**config.mk**
```make
export PLATFORM = sky130hd
export DESIGN_NAME = pc_sequencer
export DESIGN_NICKNAME = d
export VERILOG_FILES = /design/src/rtl/pc_sequencer.sv
export SDC_FILE = /design/constraint.sdc
export NUM_CORES = 1
export LEC_CHECK = 0
export CORE_UTILIZATION = 47
export CTS_BUF_LIST = sky130_fd_sc_hd__clkbuf_4
export DETAILED_ROUTE_END_ITERATION = 12
export GPL_TIMING_DRIVEN = 0
export PLACE_DENSITY = 0.95
export SLEW_MARGIN = 0
export SYNTH_ARGS = -nofsm -noshare
export SYNTH_HDL_FRONTEND = slang
export SYNTH_SLANG_ARGS = --single-unit
```
**constraint.sdc**
```tcl
create_clock -name clk -period 5.4 [get_ports clk]
set_input_delay 0.54 -clock clk [delete_from_list [all_inputs] [get_ports clk]]
set_output_delay 0.54 -clock clk [all_outputs]
set_load 0.005 [all_outputs]
```
**src/rtl/pc_sequencer.sv**
```systemverilog
// rtl/pc_sequencer.sv - fetch PC sequencer with prioritized redirects and a one-entry pending target
// Define PC_SEQ_DELAY_SLOT_EN to insert one sequential delay-slot fetch before each redirect.
module pc_sequencer #(
    parameter logic [31:0] RESET_PC = 32'h0000_0000
) (
    input  logic        clk,
    input  logic        rst_n,
    input  logic        stall,
    input  logic        jump_valid,
    input  logic [31:0] jump_addr,
    input  logic        branch_valid,
    input  logic [31:0] branch_addr,
    input  logic        jr_valid,
    input  logic [31:0] jr_addr,
    output logic        imem_req,
    input  logic        imem_ready,
    output logic [31:0] pc,
    output logic [31:0] pc_plus4,
    output logic        redirect_pending,
    output logic        misaligned
);

    // ST_PEND: target held, waiting for an advance; ST_SLOT: delay slot is the current fetch
    typedef enum logic [1:0] {
        ST_IDLE = 2'd0,
        ST_PEND = 2'd1,
        ST_SLOT = 2'd2
    } state_t;

    state_t      r_state;
    state_t      w_next_state;
    logic [31:0] r_pc;
    logic [31:0] w_next_pc;
    logic [31:0] r_tgt;
    logic [31:0] w_next_tgt;
    logic        r_misaligned;

    logic        w_adv;
    logic        w_req;
    logic [31:0] w_sel_addr;
    logic [31:0] w_tgt;
    logic [31:0] w_pc_plus4;

    assign w_adv      = imem_req & imem_ready & ~stall;
    assign w_req      = branch_valid | jr_valid | jump_valid;
    assign w_sel_addr = branch_valid ? branch_addr :
                        jr_valid     ? jr_addr     : jump_addr;
    assign w_tgt      = {w_sel_addr[31:2], 2'b00};
    assign w_pc_plus4 = r_pc + 32'd4;

    always_ff @(posedge clk or negedge rst_n) begin
        if (!rst_n) begin
            r_state <= ST_IDLE;
        end else begin
            r_state <= w_next_state;
        end
    end

    always_ff @(posedge clk or negedge rst_n) begin
        if (!rst_n) begin
            r_pc         <= RESET_PC;
            r_tgt        <= 32'h0000_0000;
            r_misaligned <= 1'b0;
        end else begin
            r_pc  <= w_next_pc;
            r_tgt <= w_next_tgt;
            if (w_req && (w_sel_addr[1:0] != 2'b00)) begin
                r_misaligned <= 1'b1;
            end
        end
    end

    always_comb begin
        w_next_state = r_state;
        w_next_pc    = r_pc;
        w_next_tgt   = r_tgt;
`ifdef PC_SEQ_DELAY_SLOT_EN
        case (r_state)
            ST_IDLE: begin
                if (w_req) begin
                    w_next_tgt = w_tgt;
                    if (w_adv) begin
                        w_next_pc    = w_pc_plus4;
                        w_next_state = ST_SLOT;
                    end else begin
                        w_next_state = ST_PEND;
                    end
                end else if (w_adv) begin
                    w_next_pc = w_pc_plus4;
                end
            end
            ST_PEND: begin
                if (w_req) begin
                    w_next_tgt = w_tgt;
                end
                if (w_adv) begin
                    w_next_pc    = w_pc_plus4;
                    w_next_state = ST_SLOT;
                end
            end
            ST_SLOT: begin
                // a request here only retargets; the slot already in flight is not restarted
                if (w_req) begin
                    w_next_tgt = w_tgt;
                end
                if (w_adv) begin
                    w_next_pc    = w_req ? w_tgt : r_tgt;
                    w_next_state = ST_IDLE;
                end
            end
            default: begin
                w_next_state = ST_IDLE;
            end
        endcase
`else
        case (r_state)
            ST_IDLE: begin
                if (w_req) begin
                    if (w_adv) begin
                        w_next_pc = w_tgt;
                    end else begin
                        w_next_tgt   = w_tgt;
                        w_next_state = ST_PEND;
                    end
                end else if (w_adv) begin
                    w_next_pc = w_pc_plus4;
                end
            end
            ST_PEND: begin
                if (w_req) begin
                    w_next_tgt = w_tgt;
                end
                if (w_adv) begin
                    w_next_pc    = w_req ? w_tgt : r_tgt;
                    w_next_state = ST_IDLE;
                end
            end
            default: begin
                w_next_state = ST_IDLE;
            end
        endcase
`endif
    end

    always_comb begin
        imem_req         = rst_n;
        pc               = r_pc;
        pc_plus4         = w_pc_plus4;
        redirect_pending = (r_state != ST_IDLE);
        misaligned       = r_misaligned;
    end

endmodule

```
==> out/metrics.yaml, run 1 <==
gp_congestion: 0.897
fin_hold_ws_ns: 0.226
grt_pass1_wl_mm: 25.3
synth_seq_cells: 66
drt-initial-drc-count: 365
start_util_pct: 49.4
drc_errors: 0
syn_area_per_cell_um2: 8.67
synthTopCellsByArea: "dfrtp_1 (36%), o21ai_0 (7.2%), mux2i_1 (7.1%)"
drv_cap: 0
finalHoldViolCount: 0
totalWireLength_mm: 15.9
post_cts_buffers: 0
placed_cell_area_um2: 6490
hp-class: "input port to async pin"
power_mw: 1.59
final_common_cell: "clkdlybuf4s50_1"
place_hpwl_mm: 12.4
diodes: 0
track_usage_pct: 32.2
finalWorstSetupSlack_ns: 1.66
io_pins: 170
final_nets: 819
post_cts_resized: 0
nFillCells: 751
yosysTopAreaCell: "dfrtp_1"
die_area_um2: 10300
crit_type: "flip-flop to output port"
grt_pass1_vias: 5110
p_per_area_nw_per_um2: 241
arrival_ns: 3.20
wl_per_cell_um: 18.8
finalSetupTns_ns: 0
cts_sinks: 66
fp.dieH_um: 101
mostFrequentLayoutCells: "clkdlybuf4s50_1 (167), o21ai_0 (67), dfrtp_1 (66)"
status: "finished, final reports clean"
cp_data_required_time_ns: 4.86
tritoncts: "yes"
via_per_inst: 5.99
finalCritPeriodShare_pct: 69.3
synthToLayoutAreaGrowth_pct: 42.3
core_um2: 9420
synth_seq_area_share_pct: 35.5
startpoint_type: "flip-flop"
grt_max_degree: 70
port_buffers: 168
cts_max_path_buffers: 2
ys.flop_type: "dfrtp_1"
syn_nets: 640
fmax_mhz: 267
syn-cell-area_um2: 4650
pre_cts_ws_ns: 2.17
cts_htree_levels: 3
syn_inst: 536
async_reset_ff_share_pct: 100
rsz0062_at_grt: "false"
final_cells: 848
fp.dieW_um: 101
grt_overflow: 0
peakVddDrop_uv: 125
design_area_um2: 6620
fin_util_pct: 70.3
root_buffer: "clkbuf_4"
num_vias: 5079
cts_buffers: 9
finalMaxSlewViolations: 0
worst_pin_slew_ns: 0.893
path_max_fanout: 10
synth_top_area_share_pct: 35.5
relSlewSlack_pct: 40.5
antenna_found_initial: 0
dp.cells: 833
holdBufCountCts: 0
post_synth_num_cell_types: 59
end_kind: "output port"
layout-drive-gt1-share_pct: 9.60
rows: 35
first_pass_iters: 5
power_leakage_nw: 2.63
fin_skew_ns: 0.00680
fin_crit_ns: 3.74
cts.clk_slew.worst_paths_ns: 0.11
insertion_delay_ns: 0.42
antenna_left: 0
synth_edf_count: 0
finalSetupViolCount: 0
yosys_warnings: 0
-- flip-flops by register name (all words and copies together), names as in the netlist --
| name | count |
|---|---|
| pc | 32 |
| r_state | 1 |
| r_tgt | 32 |
| misaligned | 1 |
-- power by group --
| part | internal [mW] | switching [mW] | total, mW |
|---|---|---|---|
| clock network | 0.146 | 0.183 | 0.329 |
| registers | 0.563 | 0.0873 | 0.650 |
| logic | 0.355 | 0.256 | 0.611 |
| total | 1.06 | 0.527 | 1.59 |
-- layout make-up --
cell class	count	area [µm²]	area share, %
Tap cell	129	161	2.44
Timing Repair Buffer	168	1680	25.4
Clock inverter	4	43.8	0.662
Sequential cell	66	1650	25.0
Clock buffer	11	82.6	1.25
Buffer	47	273	4.12
Multi-Input combinational cell	414	2690	40.7
Inverter	9	33.8	0.511
-- kinds of logic (layout without fill, tap and decap cells) --
logic type / count (synthesis) / count (layout) / synth area share [%]
simple gates: 176 / 176 / 19.8
compound gates: 154 / 154 / 20.1
flops: 66 / 66 / 35.5
buf+inv: 56 / 239 / 6.59
mux: 55 / 55 / 12.4
xor+xnor: 28 / 28 / 5.27
fa+ha+maj: 1 / 1 / 0.269
-- routing by layer --
metal	global-route usage [%]	vias up	routed length, µm
li1	-	2310	-
met1	39.1	2425	6300
met2	57.2	305	8000
met3	6.35	39	1330
met4	10.8	0	314
met5	0	-	0
-- critical path: stages (launching register included) --
cell             delay (ns)
dfrtp_1                0.50
ha_1                   0.28
nand3_2                0.24
or4_1                  0.57
nor4_1                 0.49
xor2_1                 0.18
clkdlybuf4s50_1        0.51
-- path summary, 6_finish.rpt --
kind / start / end / slack (ns) / depth (start not counted)
worst max-delay path: pc[2]$_DFFE_PN0P_ / pc_plus4[20] / 1.66 / 6
worst min-delay path: rst_n / pc[20]$_DFFE_PN0P_ / 0.23 / 1
worst max register to register: pc[2]$_DFFE_PN0P_ / pc[20]$_DFFE_PN0P_ / 2.85 / 6
worst min register to register: r_tgt[11]$_DFFE_PN0P_ / r_tgt[11]$_DFFE_PN0P_ / 0.50 / 2
max in group asynchronous: rst_n / r_tgt[9]$_DFFE_PN0P_ / 4.59 / 1
min in group clk: r_tgt[11]$_DFFE_PN0P_ / r_tgt[11]$_DFFE_PN0P_ / 0.50 / 2
-- synthesized netlist by cell type, types with 3 or more instances --
| cell | n |
|---|---|
| inv_1 | 9 |
| a21o_1 | 3 |
| nor4_1 | 8 |
| nand2b_1 | 4 |
| and3_1 | 7 |
| nor3b_1 | 3 |
| a31oi_1 | 8 |
| nand3_1 | 20 |
| nor2_1 | 38 |
| xnor2_1 | 19 |
| nand4_1 | 10 |
| o21a_1 | 5 |
| xor2_1 | 9 |
| dfrtp_1 | 66 |
| o31ai_1 | 4 |
| o21ai_0 | 67 |
| and2_1 | 3 |
| a22o_1 | 3 |
| o211ai_1 | 5 |
| nand2_1 | 55 |
| buf_6 | 3 |
| clkbuf_8 | 4 |
| clkbuf_1 | 25 |
| a21oi_1 | 29 |
| nor3_1 | 10 |
| mux2i_1 | 33 |
| a32o_1 | 3 |
| and4_1 | 3 |
| a21boi_0 | 3 |
| buf_2 | 6 |
| buf_4 | 7 |
| o2bb2ai_1 | 4 |
| mux2_2 | 22 |
(Power assumes the default switching activity.)
==> inputs of run 2 (changes only) <==
==> constraint.sdc (replaced) <==
create_clock -name clk -period 3.76 [get_ports clk]
set_input_delay 0.376 -clock clk [delete_from_list [all_inputs] [get_ports clk]]
set_output_delay 0.376 -clock clk [all_outputs]
set_load 0.005 [all_outputs]
==> results of run 2 <==
Same layout as run 1 (identical final DEF). Status: finished, final reports clean.
Main changes from that run: setup slack after placement 2.17 ns -> 0.693 ns; setup slack after layout 1.66 ns -> 0.180 ns; hold slack 0.226 ns -> 0.0622 ns; register-to-register setup slack 2.85 ns -> 1.21 ns; total power 1.59 mW -> 2.29 mW; worst IR drop on VDD 125 µV -> 179 µV
